--- src/rtl/reg_ctx_pkg.sv ---
// Shared types and constants for the register context save/restore engine.
package reg_ctx_pkg;

    localparam int RF_ADDR_W = 5;
    localparam int RF_DATA_W = 32;

    localparam logic MODE_SAVE    = 1'b0;
    localparam logic MODE_RESTORE = 1'b1;

    typedef enum logic [2:0] {
        IDLE,
        SAVE,
        RD_REQ,
        RF_WR,
        DONE
    } ctxState_t;

endpackage

--- src/rtl/reg_ctx_checksum.sv ---
// XOR accumulator over transferred words; Clear restarts it, Enable folds Data in.
module reg_ctx_checksum #(
    parameter int DATA_W = 32
) (
    input  logic              CLK,
    input  logic              RST,
    input  logic              Clear,
    input  logic              Enable,
    input  logic [DATA_W-1:0] Data,
    output logic [DATA_W-1:0] Sum
);

    always_ff @(posedge CLK) begin
        if (RST || Clear) begin
            Sum <= '0;
        end else if (Enable) begin
            Sum <= Sum ^ Data;
        end
    end

endmodule

--- src/rtl/reg_ctx_engine.sv ---
// Context save/restore engine: copies r[FIRST_REG..LAST_REG] between register file and memory.
// Define REG_CTX_CHECKSUM_EN to build the XOR checksum of transferred words; otherwise Checksum is 0.
module reg_ctx_engine
    import reg_ctx_pkg::*;
#(
    parameter int ADDR_W    = 32,
    parameter int FIRST_REG = 1,
    parameter int LAST_REG  = 31
) (
    input  logic                 CLK,
    input  logic                 RST,
    input  logic                 Start,
    input  logic                 Mode,
    input  logic [ADDR_W-1:0]    BaseAddr,
    output logic                 Busy,
    output logic                 Done,
    output logic [31:0]          Checksum,
    output logic [RF_ADDR_W-1:0] RfReadReg,
    input  logic [RF_DATA_W-1:0] RfReadData,
    output logic [RF_ADDR_W-1:0] RfWriteReg,
    output logic [RF_DATA_W-1:0] RfWriteData,
    output logic                 RfWE,
    output logic [ADDR_W-1:0]    MemAddr,
    output logic [31:0]          MemWData,
    output logic                 MemWE,
    output logic                 MemRE,
    input  logic [31:0]          MemRData,
    input  logic                 MemReady
);

    ctxState_t            state, stateNext;
    logic [RF_ADDR_W-1:0] idx, idxNext;
    logic [ADDR_W-1:0]    baseReg;
    logic [ADDR_W-1:0]    wordAddr;
    logic [RF_DATA_W-1:0] dataReg;
    logic                 startAccept;
    logic                 lastIdx;

    assign startAccept = (state == IDLE) && Start;
    assign lastIdx     = (idx == RF_ADDR_W'(LAST_REG));
    assign wordAddr    = baseReg + ADDR_W'({idx, 2'b00});

    always_ff @(posedge CLK) begin
        if (RST) begin
            state <= IDLE;
            idx   <= RF_ADDR_W'(FIRST_REG);
        end else begin
            state <= stateNext;
            idx   <= idxNext;
        end
    end

    // Data registers need no reset: they only reach the outputs through state-gated decode.
    always_ff @(posedge CLK) begin
        if (startAccept) begin
            baseReg <= {BaseAddr[ADDR_W-1:2], 2'b00};
        end
        if ((state == RD_REQ) && MemReady) begin
            dataReg <= MemRData;
        end
    end

    always_comb begin
        stateNext   = state;
        idxNext     = idx;
        Busy        = (state != IDLE);
        Done        = 1'b0;
        RfReadReg   = '0;
        RfWriteReg  = '0;
        RfWriteData = '0;
        RfWE        = 1'b0;
        MemAddr     = '0;
        MemWData    = '0;
        MemWE       = 1'b0;
        MemRE       = 1'b0;
        case (state)
            IDLE: begin
                if (Start) begin
                    idxNext   = RF_ADDR_W'(FIRST_REG);
                    stateNext = (Mode == MODE_RESTORE) ? RD_REQ : SAVE;
                end
            end
            SAVE: begin
                RfReadReg = idx;
                MemWE     = 1'b1;
                MemAddr   = wordAddr;
                MemWData  = RfReadData;
                if (MemReady) begin
                    if (lastIdx) stateNext = DONE;
                    else         idxNext   = idx + 1'b1;
                end
            end
            RD_REQ: begin
                MemRE   = 1'b1;
                MemAddr = wordAddr;
                if (MemReady) stateNext = RF_WR;
            end
            RF_WR: begin
                RfWE        = (idx != '0);
                RfWriteReg  = idx;
                RfWriteData = dataReg;
                if (lastIdx) begin
                    stateNext = DONE;
                end else begin
                    idxNext   = idx + 1'b1;
                    stateNext = RD_REQ;
                end
            end
            DONE: begin
                Done      = 1'b1;
                stateNext = IDLE;
            end
            default: stateNext = IDLE;
        endcase
    end

`ifdef REG_CTX_CHECKSUM_EN
    logic                 csEnable;
    logic [RF_DATA_W-1:0] csData;

    assign csEnable = ((state == SAVE) && MemReady) || (state == RF_WR);
    assign csData   = (state == RF_WR) ? dataReg : RfReadData;

    reg_ctx_checksum #(
        .DATA_W (RF_DATA_W)
    ) uChecksum (
        .CLK    (CLK),
        .RST    (RST),
        .Clear  (startAccept),
        .Enable (csEnable),
        .Data   (csData),
        .Sum    (Checksum)
    );
`else
    assign Checksum = '0;
`endif

endmodule

--- config.mk ---
export PLATFORM = sky130hd
export DESIGN_NAME = reg_ctx_engine
export DESIGN_NICKNAME = d
export VERILOG_FILES = /design/src/rtl/reg_ctx_pkg.sv /design/src/rtl/reg_ctx_checksum.sv /design/src/rtl/reg_ctx_engine.sv
export SDC_FILE = /design/constraint.sdc
export NUM_CORES = 1
export LEC_CHECK = 0
export CAP_MARGIN = 5
export CORE_ASPECT_RATIO = 0.6
export CORE_MARGIN = 1
export CORE_UTILIZATION = 40
export DETAILED_ROUTE_END_ITERATION = 10
export PLACE_DENSITY = 0.93
export SLEW_MARGIN = 30
export SYNTH_ARGS = -nofsm -noshare
export SYNTH_HDL_FRONTEND = slang
export SYNTH_SLANG_ARGS = --single-unit
--- constraint.sdc ---
create_clock -name CLK -period 4.96 [get_ports CLK]
set_input_delay 0.992 -clock CLK [delete_from_list [all_inputs] [get_ports CLK]]
set_output_delay 0.992 -clock CLK [all_outputs]
set_load 0.05 [all_outputs]
# Yosys cells after proc, flatten, opt, wreduce, memory -nomap -nowiden

Index checks and enable logic that the tools add are counted.

Bits in registers: 70
Bits in read-only memories: 0
Bits in latches: 0
Bits in writable memories: 0
Logic and storage cells: 44
Input bits: 101
Memories: 0

Shifts and indexed selects: 0
Bitwise operators: 0
Div/mod/pow operators: 0
$mul: 0
Order comparisons: 0
Equal/unequal tests: 9
Reduce and logical (&&, ||, !) cells: 9
Add/sub/neg operators: 2
Multiplexer cells: 20

Operator list:

| cell                                                            | number |
|---|---|
| 32-bit two-way mux                                              | 3 |
| 32-bit by 7-bit adder with 32-bit output                        | 1 |
| 5-bit two-way mux                                               | 5 |
| 3-bit two-way mux                                               | 5 |
| 5-bit case mux with 3 select lines                              | 1 |
| 3-bit case mux with 4 select lines                              | 1 |
| 2-bit inequality test, second input constant                    | 4 |
| 3-bit by 2-bit == test with 1-bit output, second input constant | 2 |
| 3-bit nonzero test                                              | 2 |
| 5-bit by 1-bit adder with 5-bit output, second input constant   | 1 |
| 5-bit == test, second input constant                            | 1 |
| 5-bit nonzero test                                              | 1 |
| 1-bit two-way mux                                               | 4 |
| 4-bit AND reduction                                             | 1 |
| 3-bit by 1-bit == test with 1-bit output, second input constant | 1 |
| 3-bit == test, second input constant                            | 1 |
| 3-bit logical NOT                                               | 1 |
| 3-bit AND reduction                                             | 1 |
| 1-bit logical AND                                               | 2 |
| 2-bit two-way mux                                               | 1 |
| 2-bit OR reduction                                              | 1 |

# Depth between registers and ports, before layout

Gate-level depths: netlist (run 1).

Word-level depth: 4
Depth in mapped cells: 9
Depth with buffers taken out: 8

# Worst setup path after synthesis (run 1)

Ideal clock, no wire load.

Path type: flip-flop to output port
Start: reg idx[0]
End: out MemAddr[22]
Cell stages (with the launch flop): 10
Data required time: 3.968 ns
Arrival: 2.523 ns
Path slack: 1.445 ns
Cell sequence: dfxtp_1 > ha_1 > inv_1 > fa_1 > nor2b_1 > o31a_1 > clkbuf_1 > o211ai_1 > xor2_1 > nor2_1

Word-level cells in the longest chain between the ends: 2

RTL lines:

| what                                     | line                 | RTL |
|---|---|---|
| start: declaration                       | reg_ctx_engine.sv:32 | `logic [RF_ADDR_W-1:0] idx, idxNext;` |
| start signal: assignment                 | reg_ctx_engine.sv:46 | `idx <= RF_ADDR_W'(FIRST_REG);` |
| start signal: assignment                 | reg_ctx_engine.sv:49 | `idx <= idxNext;` |
| 32-bit by 7-bit adder with 32-bit output | reg_ctx_engine.sv:41 | `assign wordAddr = baseReg + ADDR_W'({idx, 2'b00});` |
| 32-bit two-way mux                       | reg_ctx_engine.sv:76 | `case (state)` |
| end: declaration                         | reg_ctx_engine.sv:23 | `output logic [ADDR_W-1:0] MemAddr,` |

No other way between the ends.

# Worst setup path in the final report (run 1)

Start: reg idx[0]
End: out MemAddr[8]

Same word-level chain as after synthesis.

==> metrics.md, run 1 <==
| Metric | Value |
|---|---|
| Worst-path maximum fanout | 13 |
| Top cell type's share of synthesized area | a little under half |
| Area leader, netlist | edfxtp_1 |
| Worst IR Drop VDD | about 0.26 mV |
| WP data required | about 4 ns |
| Via density | 5.18 |
| Later-pin clock latency in the skew report | 0.33 ns |
| TNS Setup | 0 ns |
| Pin count of the biggest net entering global routing | around 50 |
| Slew Viols, Final | 0 |
| Pre-CTS setup slack | ~0.9 ns |
| Io pins | around 240 |
| Crit path time final | ~4.4 ns |
| Site row count | 28 |
| Share of cells above drive strength 1 | under 10% |
| Post-synth EDFFs | just over 60 |
| Max Clk Rate | approximately 0.23 GHz |
| Grt total ovfl | 0 |
| Most frequent cells after synthesis | 75 x and3_1, 62 x edfxtp_1, 36 x nor2_1 |
| Detailed Route WL | about 12 mm |
| Die Height | roughly 80 um |
| Unrepaired setup endpoints after global routing | no |
| Tcrit/Tclk final | between 80 and 90% |
| Leakage power total | around 2.6 nW |
| Post-DP HPWL | between 9 and 10 mm |
| CTS tree | yes |
| Syn Inst Count | 402 |
| Ant diodes | 0 |
| Arr. time, crit path | ~3.5 ns |
| Area contributors post-synth | edfxtp_1 45%, and3_1 11%, buf_4 6.2% |
| Nets | 708 |
| Port buffer count | between 200 and 250 |
| CTS root buf | clkbuf_16 |
| CP endpoint kind | primary output |
| Async SR Flop Fraction | 0% |
| Core ar. | just under 0.01 mm^2 |
| Mapped Avg Cell Area | 10.2 um^2 |
| Starting density of the core | 41.5% |
| Initial antenna violation count | 0 |
| Starting DRT DRC Count | between 200 and 300 |
| Top FF cell, synth | edfxtp_1 |
| Final WS setup | between 0.5 and 0.6 ns |
| Final clock skew | 0.00637 ns |
| H-tree Lvls | 3 |
| Gpl congestion | between 0.8 and 0.9 |
| Worst-margin pin slew | 0.891 ns |
| Most common cell in the netlist | and3_1 |
| Area growth syn-to-layout | 57.8% |
| GRT Overall Usage | between 20% and 30% |
| Critical path launch point type | flip-flop |
| Slew margin rel. | approximately two fifths |
| Syn. warnings | 0 |
| Post-DRT Antenna Nets | 0 |
| #FFs+latches synth | 70 |
| Post-synthesis sequential area ratio | 49.1% |
| Wire per inst | roughly 17 um |
| First-pass GRT wire length | approximately 18 mm |
| Post-CTS sizing | 0 |
| Maximum Capacitance Violations | 0 |
| DRT Pass-1 Iters | 5 |
| Num Clock Sinks | 70 |
| Unique masters post-synth | 49 |
| Critical path, cell by cell | ha_1, inv_1, fa_1, nor2b_1, o31a_1, o21ai_0, xor2_1, nor2_1, clkdlybuf4s50_1 |
| Die area | 0.0107 mm^2 |
| HP Class | reg2reg |
| Critical path's largest stage delay | 0.84 ns |
| Pwr dens | approximately 350 mW/mm^2 |
| Post-CTS setup buffers | 0 |
| Worst-path clk slew | around 0.050 ns |
| Hold_buf cts | 0 |
| DR vias | around 3800 |
| Num CTS Buffers | 9 |
| Crit path kind | reg2out |
| Die X | ~130 um |
| Final count of negative-setup-slack endpoints | 0 |
| Vias in the first global route | roughly 3500 |
| Post-route DRC | 0 |
| Mapped Area | 0.00412 mm^2 |
| Slowest CP cell | clkdlybuf4s50_1 |
| CTS Buffer Depth | 2 |
| Hold Vio Cnt, Final | 0 |
| Outcome | complete, no violations |
## critical path: cells and delay by family, from the launching register on
family / cells / cell delay, ns
simple gates: 2 / 0.34
buf+inv: 2 / 0.90
xor+xnor: 1 / 0.18
fa+ha+maj: 2 / 0.59
compound gates: 2 / 0.71
flops: 1 / 0.42
## stage by stage
stage | power [mW] | util (%) | cells | hold slack (ns) | cell area [um^2]
floorplan | 1.34 | - | 435 | 0.478 | 4240
global placement | 1.61 | 62.3 | 722 | 0.496 | 6180
detailed placement | 1.63 | 62.3 | 722 | 0.513 | 6180
CTS | 2.31 | 65.5 | 738 | 0.519 | 6490
global route | 2.39 | 65.6 | 738 | 0.554 | 6500
finish | 2.31 | 65.6 | 738 | 0.522 | 6500
## path summary, 6_finish.rpt
| kind | slack (ns) | endpoint | depth (start not counted) | from |
|---|---|---|---|---|
| max | 0.52 | MemAddr[8] | 9 | idx[0]$_SDFFE_PP1P_ |
| min | 0.52 | idx[1]$_SDFFE_PP0P_ | 2 | idx[1]$_SDFFE_PP0P_ |
| max reg2reg | 2.81 | idx[3]$_SDFFE_PP0P_ | 8 | idx[0]$_SDFFE_PP1P_ |
| min reg2reg | 0.52 | idx[1]$_SDFFE_PP0P_ | 2 | idx[1]$_SDFFE_PP0P_ |
## metal layers
layer | routed length [um] | track usage [%] | vias up
met4 | 197 | 7.36 | 0
met2 | 6070 | 37.4 | 221
met1 | 5020 | 28.4 | 1806
met3 | 1100 | 5.68 | 20
met5 | 0 | 0 | -
li1 | - | - | 1778
## cell usage in the layout, fill, tap and decap left out, types with 3 or more instances in the layout
cell and count:
clkdlybuf4s50_1 207, and3_1 75, edfxtp_1 62, nor2_1 36, conb_1 34, xnor2_1 15, nand2_1 14, inv_1 13
a21oi_1 10, nor3_1 9, xor2_1 9, o21ai_0 9, clkbuf_16 9, nand3_1 8, ha_1 8, dfxtp_1 8
buf_4 8, nor2b_1 5, and2_1 5, o211ai_1 5, a211oi_2 5, o2111ai_1 3, a21o_1 3, nand4_1 3
a211oi_1 3, a2111oi_0 3
## layout make-up
class / count / area (um^2)
Timing Repair Buffer: 215 / 2130
Clock buffer: 11 / 233
Fill cell: 747 / 3410
Sequential cell: 70 / 2020
Clock inverter: 5 / 83.8
Multi-Input combinational cell: 288 / 1810
Inverter: 14 / 52.6
Tap cell: 135 / 169
## cells by family after synthesis
family | count (synthesis) | share of synthesized area, %
flops | 70 | 49.1
mux | 1 | 0.243
simple gates | 168 | 22.6
other cells | 1 | 0.0910
buf+inv | 77 | 10.4
compound gates | 52 | 9.57
fa+ha+maj | 9 | 2.92
xor+xnor | 24 | 5.10
## report_power, final
part | switching, mW | internal, mW
Combinational | 0.590 | 0.291
Sequential | 0.0411 | 0.704
Clock | 0.238 | 0.441
## flip-flops by register name (all words and copies together), names as in the netlist
signal	count
baseReg	30
state	3
dataReg	32
idx	5
Power figures use the tool's default switching activity.
==> run 2, diff against run 1 <==
- ABC_AREA: not set -> 1
- PLACE_DENSITY: 0.93 -> 0.9
==> metrics.md, run 2 <==
| Metric | Value |
|---|---|
| Outcome | complete, but fails checks |
| Violated checks | DRC |
| Commonest non-fill, non-tap cells in the layout | 207 x clkdlybuf4s50_1, 149 x nor2_1, 121 x nand2_1 |
| Die area | 0.0115 mm^2 (+7.7%) |
| Logic pwr share | 57.0% (+19 points) |
| DR vias | 4409 (+15%) |
| First-pass GRT wire length | 21.3 mm (+16%) |
| Top Registers | dataReg: 32 flops, baseReg: 30 flops, idx: 5 flops |
| Area growth syn-to-layout | 53.1% |
| Unrepaired setup endpoints after global routing | no |
| Detailed Route WL | 13.0 mm (+4.9%) |
| Most common cell after layout, fill and taps aside | clkdlybuf4s50_1 |
| Io pins | 244 (unchanged) |
| Arr. time, crit path | 3.20 ns (-0.25 ns) |
| CTS Buffer Depth | 2 (unchanged) |
| Final clock skew | 0.00704 ns (+0.000664 ns) |
| Post-route DRC | 26 (+26) |
| Met3 Wirelength | 1.07 mm (-3.1%) |
| Async SR Flop Fraction | 0% (unchanged) |
| Post-CTS setup buffers | 0 (unchanged) |
| Crit path kind | reg2out |
| Share of cells above drive strength 1 | 3.79% (-2.0 points) |
| Die X | 138 um (+3.8%) |
| Pre-CTS setup slack | 1.12 ns (+0.207 ns) |
| Via density | 4.60 (-11%) |
| Wire per inst | 13.6 um (-19%) |
| Final WS setup | 0.765 ns (+0.247 ns) |
| Port buffer count | 207 (unchanged) |
| Worst-margin pin slew | 0.557 ns (-0.335 ns) |
| Met1 Routed Length | 5.79 mm (+15%) |
| DRT Pass-1 Iters | 8 (+3) |
| Hold Vio Cnt, Final | 0 (unchanged) |
| Initial antenna violation count | 0 (unchanged) |
| CTS root buf | clkbuf_16 |
| Most common cell in the netlist | nor2_1 |
| Unique masters post-synth | 30 (-39%) |
| Final count of negative-setup-slack endpoints | 0 (unchanged) |
| WP data required | 3.97 ns (about the same) |
| Largest Register | dataReg |
| Core ar. | 0.0107 mm^2 (+8.0%) |
| Grt total ovfl | 0 (unchanged) |
| Tcrit/Tclk final | 84.6% (-5.0 points) |
| Starting DRT DRC Count | 440 (+64%) |
| Worst r2r src | idx[0]$_SDFFE_PP1P_ |
| Vias in the first global route | 4152 (+18%) |
| Nets | 924 (+31%) |
| Post-DRT Antenna Nets | 0 (unchanged) |
| Reg-to-Reg End | idx[3]$_SDFFE_PP0P_ |
| Syn. warnings | 0 (unchanged) |
| Reg2reg path depth | 11 (+3) |
| Worst IR Drop VDD | 0.336 mV (+31%) |
| Top cell type's share of synthesized area | 41.9% (-3.3 points) |
| Gpl congestion | 0.951 (+12%) |
| Syn Inst Count | 605 (+50%) |
| Most frequent cells after synthesis | 151 x nor2_1, 121 x nand2_1, 109 x inv_1 |
| Area contributors post-synth | edfxtp_1 42%, nor2_1 13%, nand2_1 10% |
| Post-DP HPWL | 10.3 mm (+14%) |
| Num CTS Buffers | 9 (unchanged) |
| Psw | 1.77 mW (+100%) |
| Slew Viols, Final | 0 (unchanged) |
| #FFs+latches synth | 70 (unchanged) |
| R2R setup slack | 3.04 ns (+0.23 ns) |
| CP Capture Point | MemAddr[14] |
| Worst-path clk slew | 0.06 ns (about the same) |
| Site row count | 29 (+3.6%) |
| Post-CTS sizing | 0 (unchanged) |
| Mapped Avg Cell Area | 7.35 um^2 (-28%) |
| Non-Filler Instances | 958 (+30%) |
| Sw Share | 50.7% (+13 points) |
| Area leader, netlist | edfxtp_1 |
| Worst-path maximum fanout | 7 (-6) |
| Largest register FFs | 32 (unchanged) |
| Critical path launch point type | flip-flop |
| H-tree Lvls | 3 (unchanged) |
| Post-synth EDFFs | 62 (unchanged) |
| Met2 Routed Length | 6.06 mm (-0.16%) |
| Leakage power total | 3.00 nW (+16%) |
| Top FF cell, synth | edfxtp_1 |
| GRT Overall Usage | 23.5% (+1.1 points) |
| Slew margin rel. | 62.8% (+22 points) |
| CTS tree | yes |
| Hold_ws | 0.540 ns (+0.0184 ns) |
| Int Power | 1.72 mW (+20%) |
| Flop pwr share | 25.4% (-6.9 points) |
| Top Metal Used | met4 |
| Setup crit start | idx[0]$_SDFFE_PP1P_ |
| CP endpoint kind | primary output |
| Num Clock Sinks | 70 (unchanged) |
| Die Height | 83.6 um (+3.8%) |
| Ant diodes | 0 (unchanged) |
| Hold_buf cts | 0 (unchanged) |
| Post-synthesis sequential area ratio | 45.5% (-3.6 points) |
| Maximum Capacitance Violations | 0 (unchanged) |
| Clock network power share | 17.5% (-12 points) |
| Placed Instances | 942 (+30%) |
| Later-pin clock latency in the skew report | 0.33 ns (about the same) |
| Starting density of the core | 41.5% (about the same) |
| Crit path time final | 4.20 ns (-0.247 ns) |
| Pin count of the biggest net entering global routing | 42 (-18%) |
| Max Clk Rate | 0.238 GHz (+5.9%) |
| HP Class | reg2reg |
| Pwr dens | 513 mW/mm^2 (+45%) |
| TNS Setup | 0 ns (unchanged) |
| Mapped Area | 0.00444 mm^2 (+7.9%) |
==> run 2: power groups by stage <==
stage          sequential [mW]  combinational [mW]  clock, mW
4_1_cts                  0.883                1.99      0.624
5_1_grt                  0.901                2.13      0.646
6_report                 0.886                1.99      0.612
2_1_floorplan            0.860                1.40          0
3_3_place_gp             0.889                1.96          0
3_5_place_dp             0.894                1.98          0
==> run 2: worst min path at each step <==
| stage | slack, ns | end | cells after the start | from |
|---|---|---|---|---|
| floorplan | 0.47 | idx[4]$_SDFFE_PP0P_ | 2 | idx[4]$_SDFFE_PP0P_ |
| global placement | 0.51 | idx[4]$_SDFFE_PP0P_ | 2 | idx[4]$_SDFFE_PP0P_ |
| detailed placement | 0.53 | idx[4]$_SDFFE_PP0P_ | 2 | idx[4]$_SDFFE_PP0P_ |
| CTS | 0.54 | idx[4]$_SDFFE_PP0P_ | 2 | idx[4]$_SDFFE_PP0P_ |
| global route | 0.57 | idx[4]$_SDFFE_PP0P_ | 2 | idx[4]$_SDFFE_PP0P_ |
| finish | 0.54 | idx[4]$_SDFFE_PP0P_ | 2 | idx[4]$_SDFFE_PP0P_ |
==> run 2: layout make-up <==
class | instances | area, um^2
timing repair buffer | 211 | 2100
inverter | 111 | 417
fill | 903 | 3900
clock inverter | 7 | 58.8
tap | 139 | 174
sequential | 70 | 2020
multi-input combinational | 411 | 1800
clock buffer | 9 | 225
==> run 2: layer usage <==
| layer | global-route usage (%) | vias to the layer above |
|---|---|---|
| li1 | - | 2225 |
| met2 | 39.1 | 211 |
| met1 | 31.2 | 1965 |
| met3 | 5.57 | 8 |
| met5 | 0 | - |
| met4 | 5.11 | 0 |
==> run 2: worst max-delay path, cell delays in order, from the launching register on <==
cell	delay (ns)
dfxtp_1	0.44
ha_1	0.25
inv_1	0.07
fa_1	0.36
inv_1	0.15
nand2_1	0.08
nand2_1	0.08
nand2_1	0.09
o21ai_0	0.30
o21ai_0	0.13
nor2_1	0.12
clkdlybuf4s50_1	0.81
==> run 2: stage by stage <==
stage                     power (mW)  cell area, um^2  util (%)
after floorplan                 2.26             4570         -
after global placement          2.84             6520      60.9
after detailed placement        2.88             6520      60.9
after CTS                       3.50             6800      63.6
after global routing            3.68             6800      63.6
final                           3.49             6800      63.6
==> run 2: kinds of logic after synthesis <==
group	after synthesis	share of synthesized area, %
AO/OA/AOI/OAI	33	4.03
XOR/XNOR	3	0.591
adder cells (fa/ha/maj)	9	2.70
buffers and inverters	157	16.8
flip-flops	70	45.5
other	1	0.0844
AND/OR/NAND/NOR	332	30.3
==> run 3, diff against run 2 <==
- CORE_UTILIZATION: 40 -> 36
- PLACE_DENSITY: 0.9 -> 0.86
- clock period: 4.96 -> 3.8 ns (I/O delays scaled with it)
==> metrics.md, run 3 (synthesized netlist as in run 2, its figures left out) <==
| Metric | Value |
|---|---|
| CP Capture Point | MemAddr[29] |
| Worst-path clk slew | 0.06 ns (about the same) |
| Hold_ws | 0.531 ns (-0.00887 ns) |
| Slew Viols, Final | 0 (unchanged) |
| Post-CTS setup buffers | 0 (unchanged) |
| Post-CTS sizing | 2 (+2) |
| Top Registers | dataReg: 32 flops, baseReg: 30 flops, idx: 5 flops |
| Via density | 4.49 (-2.5%) |
| Reg-to-Reg End | idx[3]$_SDFFE_PP0P_ |
| CTS root buf | clkbuf_16 |
| WP data required | 3.04 ns (-0.93 ns) |
| Hold_buf cts | 0 (unchanged) |
| Post-DP HPWL | 10.0 mm (-2.5%) |
| Unrepaired setup endpoints after global routing | no |
| Die Height | 88.1 um (+5.3%) |
| Filler cells | 1057 (+17%) |
| Share of cells above drive strength 1 | 4.88% (+1.1 points) |
| Nets | 924 (unchanged) |
| Later-pin clock latency in the skew report | 0.34 ns (about the same) |
| Num Clock Sinks | 70 (unchanged) |
| Crit path kind | reg2out |
| Most common cell after layout, fill and taps aside | clkdlybuf4s50_1 |
| Final Cell Area | 0.00686 mm^2 (+0.79%) |
| Pwr dens | 670 mW/mm^2 (+31%) |
| Pin count of the biggest net entering global routing | 42 (unchanged) |
| Outcome | complete, no violations |
| Critical path launch point type | flip-flop |
| Register Area | 0.00202 mm^2 (unchanged) |
| Largest Register | dataReg |
| Die area | 0.0128 mm^2 (+11%) |
| Port buffer count | 207 (unchanged) |
| Gpl congestion | 0.954 (+0.37%) |
| DR vias | 4415 (+0.14%) |
| Critical path's largest stage delay | 0.81 ns (about the same) |
| Arr. time, crit path | 2.79 ns (-0.41 ns) |
| Largest register FFs | 32 (unchanged) |
| Commonest non-fill, non-tap cells in the layout | 188 x clkdlybuf4s50_1, 149 x nor2_1, 121 x nand2_1 |
| Largest delay contributor family on the critical path | buffers and inverters |
| Worst-margin pin slew | 0.568 ns (+0.0113 ns) |
| Starting density of the core | 36.8% (-4.7 points) |
| Detailed Route WL | 13.0 mm (-0.26%) |
| Worst-path maximum fanout | 5 (-2) |
| H-tree Lvls | 3 (unchanged) |
| R2R setup slack | 1.91 ns (-1.13 ns) |
| HP Class | reg2reg |
| Io pins | 244 (unchanged) |
| Grt total ovfl | 0 (unchanged) |
| Non-Filler Instances | 984 (+2.7%) |
| DRT Pass-1 Iters | 7 (-1) |
| Site row count | 31 (+6.9%) |
| Crit path time final | roughly 3.6 ns |
| Area growth syn-to-layout | 54.3% |
| Num CTS Buffers | 9 (unchanged) |
| Stages on the worst setup path | 8 (-3) |
| Final clock skew | 0.00847 ns (+0.00143 ns) |
| Vias in the first global route | 3998 (-3.7%) |
| Slowest CP cell | clkdlybuf4s50_1 |
| Met2 Routed Length | 5.89 mm (-2.9%) |
| Met3 Wirelength | 982 um (-8.2%) |
| Critical path, cell by cell | ha_1, nand2_1, nor2_1, nand2_1, o21ai_1, a21oi_1, nor2_1, clkdlybuf4s50_1 |
| GRT Overall Usage | 20.5% (-3.0 points) |
| Max Clk Rate | 0.282 GHz |
| Dpl cell area | 0.00653 mm^2 (+0.23%) |
| CP endpoint kind | primary output |
| Initial antenna violation count | 0 (unchanged) |
| Placed Instances | 968 (+2.8%) |
| Met1 Routed Length | 5.94 mm (+2.5%) |
| Setup crit start | baseReg[5]$_DFFE_PP_ |
| CTS tree | yes |
| Post-route DRC | 0 (-100%) |
| Tcrit/Tclk final | between 90% and 100% |
| Hold Vio Cnt, Final | 0 (unchanged) |
| Starting DRT DRC Count | 447 (+1.6%) |
| Reg2reg path depth | 11 (unchanged) |
| Crit path buffers/inverters | 1 (-2) |
| TNS Setup | 0 ns (unchanged) |
| First-pass GRT wire length | 20.1 mm (-5.8%) |
| Multi-input gate area | 0.00180 mm^2 (unchanged) |
| Slew margin rel. | 62.0% (-0.76 points) |
| Worst r2r src | idx[0]$_SDFFE_PP1P_ |
| Maximum Capacitance Violations | 0 (unchanged) |
| Post-DRT Antenna Nets | 0 (unchanged) |
| Die X | 145 um (+5.3%) |
| CTS Buffer Depth | 2 (unchanged) |
| Ant diodes | 0 (unchanged) |
| Leakage power total | 3.19 nW (+6.2%) |
| Final count of negative-setup-slack endpoints | 0 (unchanged) |
| Wire per inst | 13.2 um (-2.9%) |
| Final core occ | 56.8% (-6.7 points) |
| Core ar. | 0.0121 mm^2 (+13%) |
| Worst IR Drop VDD | 0.465 mV (+38%) |
| Top Metal Used | met4 |
[run 3: cell types whose count changed in the layout (fill, tap and decap cells not counted)]
cell | before | now
buf_4 | 4 | 11
bufinv_16 | 0 | 1
clkbuf_2 | 0 | 2
clkdlybuf4s50_1 | 207 | 188
clkinv_2 | 1 | 0
clkinv_4 | 3 | 2
clkinvlp_4 | 1 | 2
dlymetal6s2s_1 | 0 | 10
[run 3: worst min-delay path: stages, from the launching register on]
cell     delay (ns)
dfxtp_1        0.35
nand2_1        0.08
a21oi_1        0.06
[run 3: worst min path at each step]
| stage | slack [ns] | endpoint | start | depth (start not counted) |
|---|---|---|---|---|
| 2_1_floorplan | 0.47 | idx[4]$_SDFFE_PP0P_ | idx[4]$_SDFFE_PP0P_ | 2 |
| 3_3_place_gp | 0.53 | idx[4]$_SDFFE_PP0P_ | idx[4]$_SDFFE_PP0P_ | 2 |
| 3_5_place_dp | 0.53 | idx[4]$_SDFFE_PP0P_ | idx[4]$_SDFFE_PP0P_ | 2 |
| 4_1_cts | 0.54 | idx[4]$_SDFFE_PP0P_ | idx[4]$_SDFFE_PP0P_ | 2 |
| 5_1_grt | 0.57 | idx[4]$_SDFFE_PP0P_ | idx[4]$_SDFFE_PP0P_ | 2 |
| 6_report | 0.53 | idx[4]$_SDFFE_PP0P_ | idx[4]$_SDFFE_PP0P_ | 2 |
[run 3: per-layer routing]
metal / vias up / global-route usage, %
met1: 1972 / 27.0
met5: - / 0
li1: 2216 / -
met3: 13 / 4.95
met2: 214 / 33.7
met4: 0 / 6.12
[run 3: report_power, final]
part | total (mW) | switching, mW | internal [mW]
clock | 0.869 | 0.352 | 0.517
sequential | 1.15 | 0.128 | 1.03
combinational | 2.57 | 1.83 | 0.743
[run 3: per-stage QoR]
step	setup WS (ns)	total power [mW]
floorplan	0.754	2.94
global placement	0.396	3.69
detailed placement	0.325	3.74
CTS	0.0158	4.61
global route	0.0453	4.82
finish	0.250	4.59
[run 3: layout make-up]
class	count	share of cell area, %
well taps	165	3.01
flip-flops and latches	70	29.5
inverters	111	6.08
clock inverters	7	1.20
clock buffers	9	3.28
repair buffers	211	30.6
multi-input cells	411	26.3
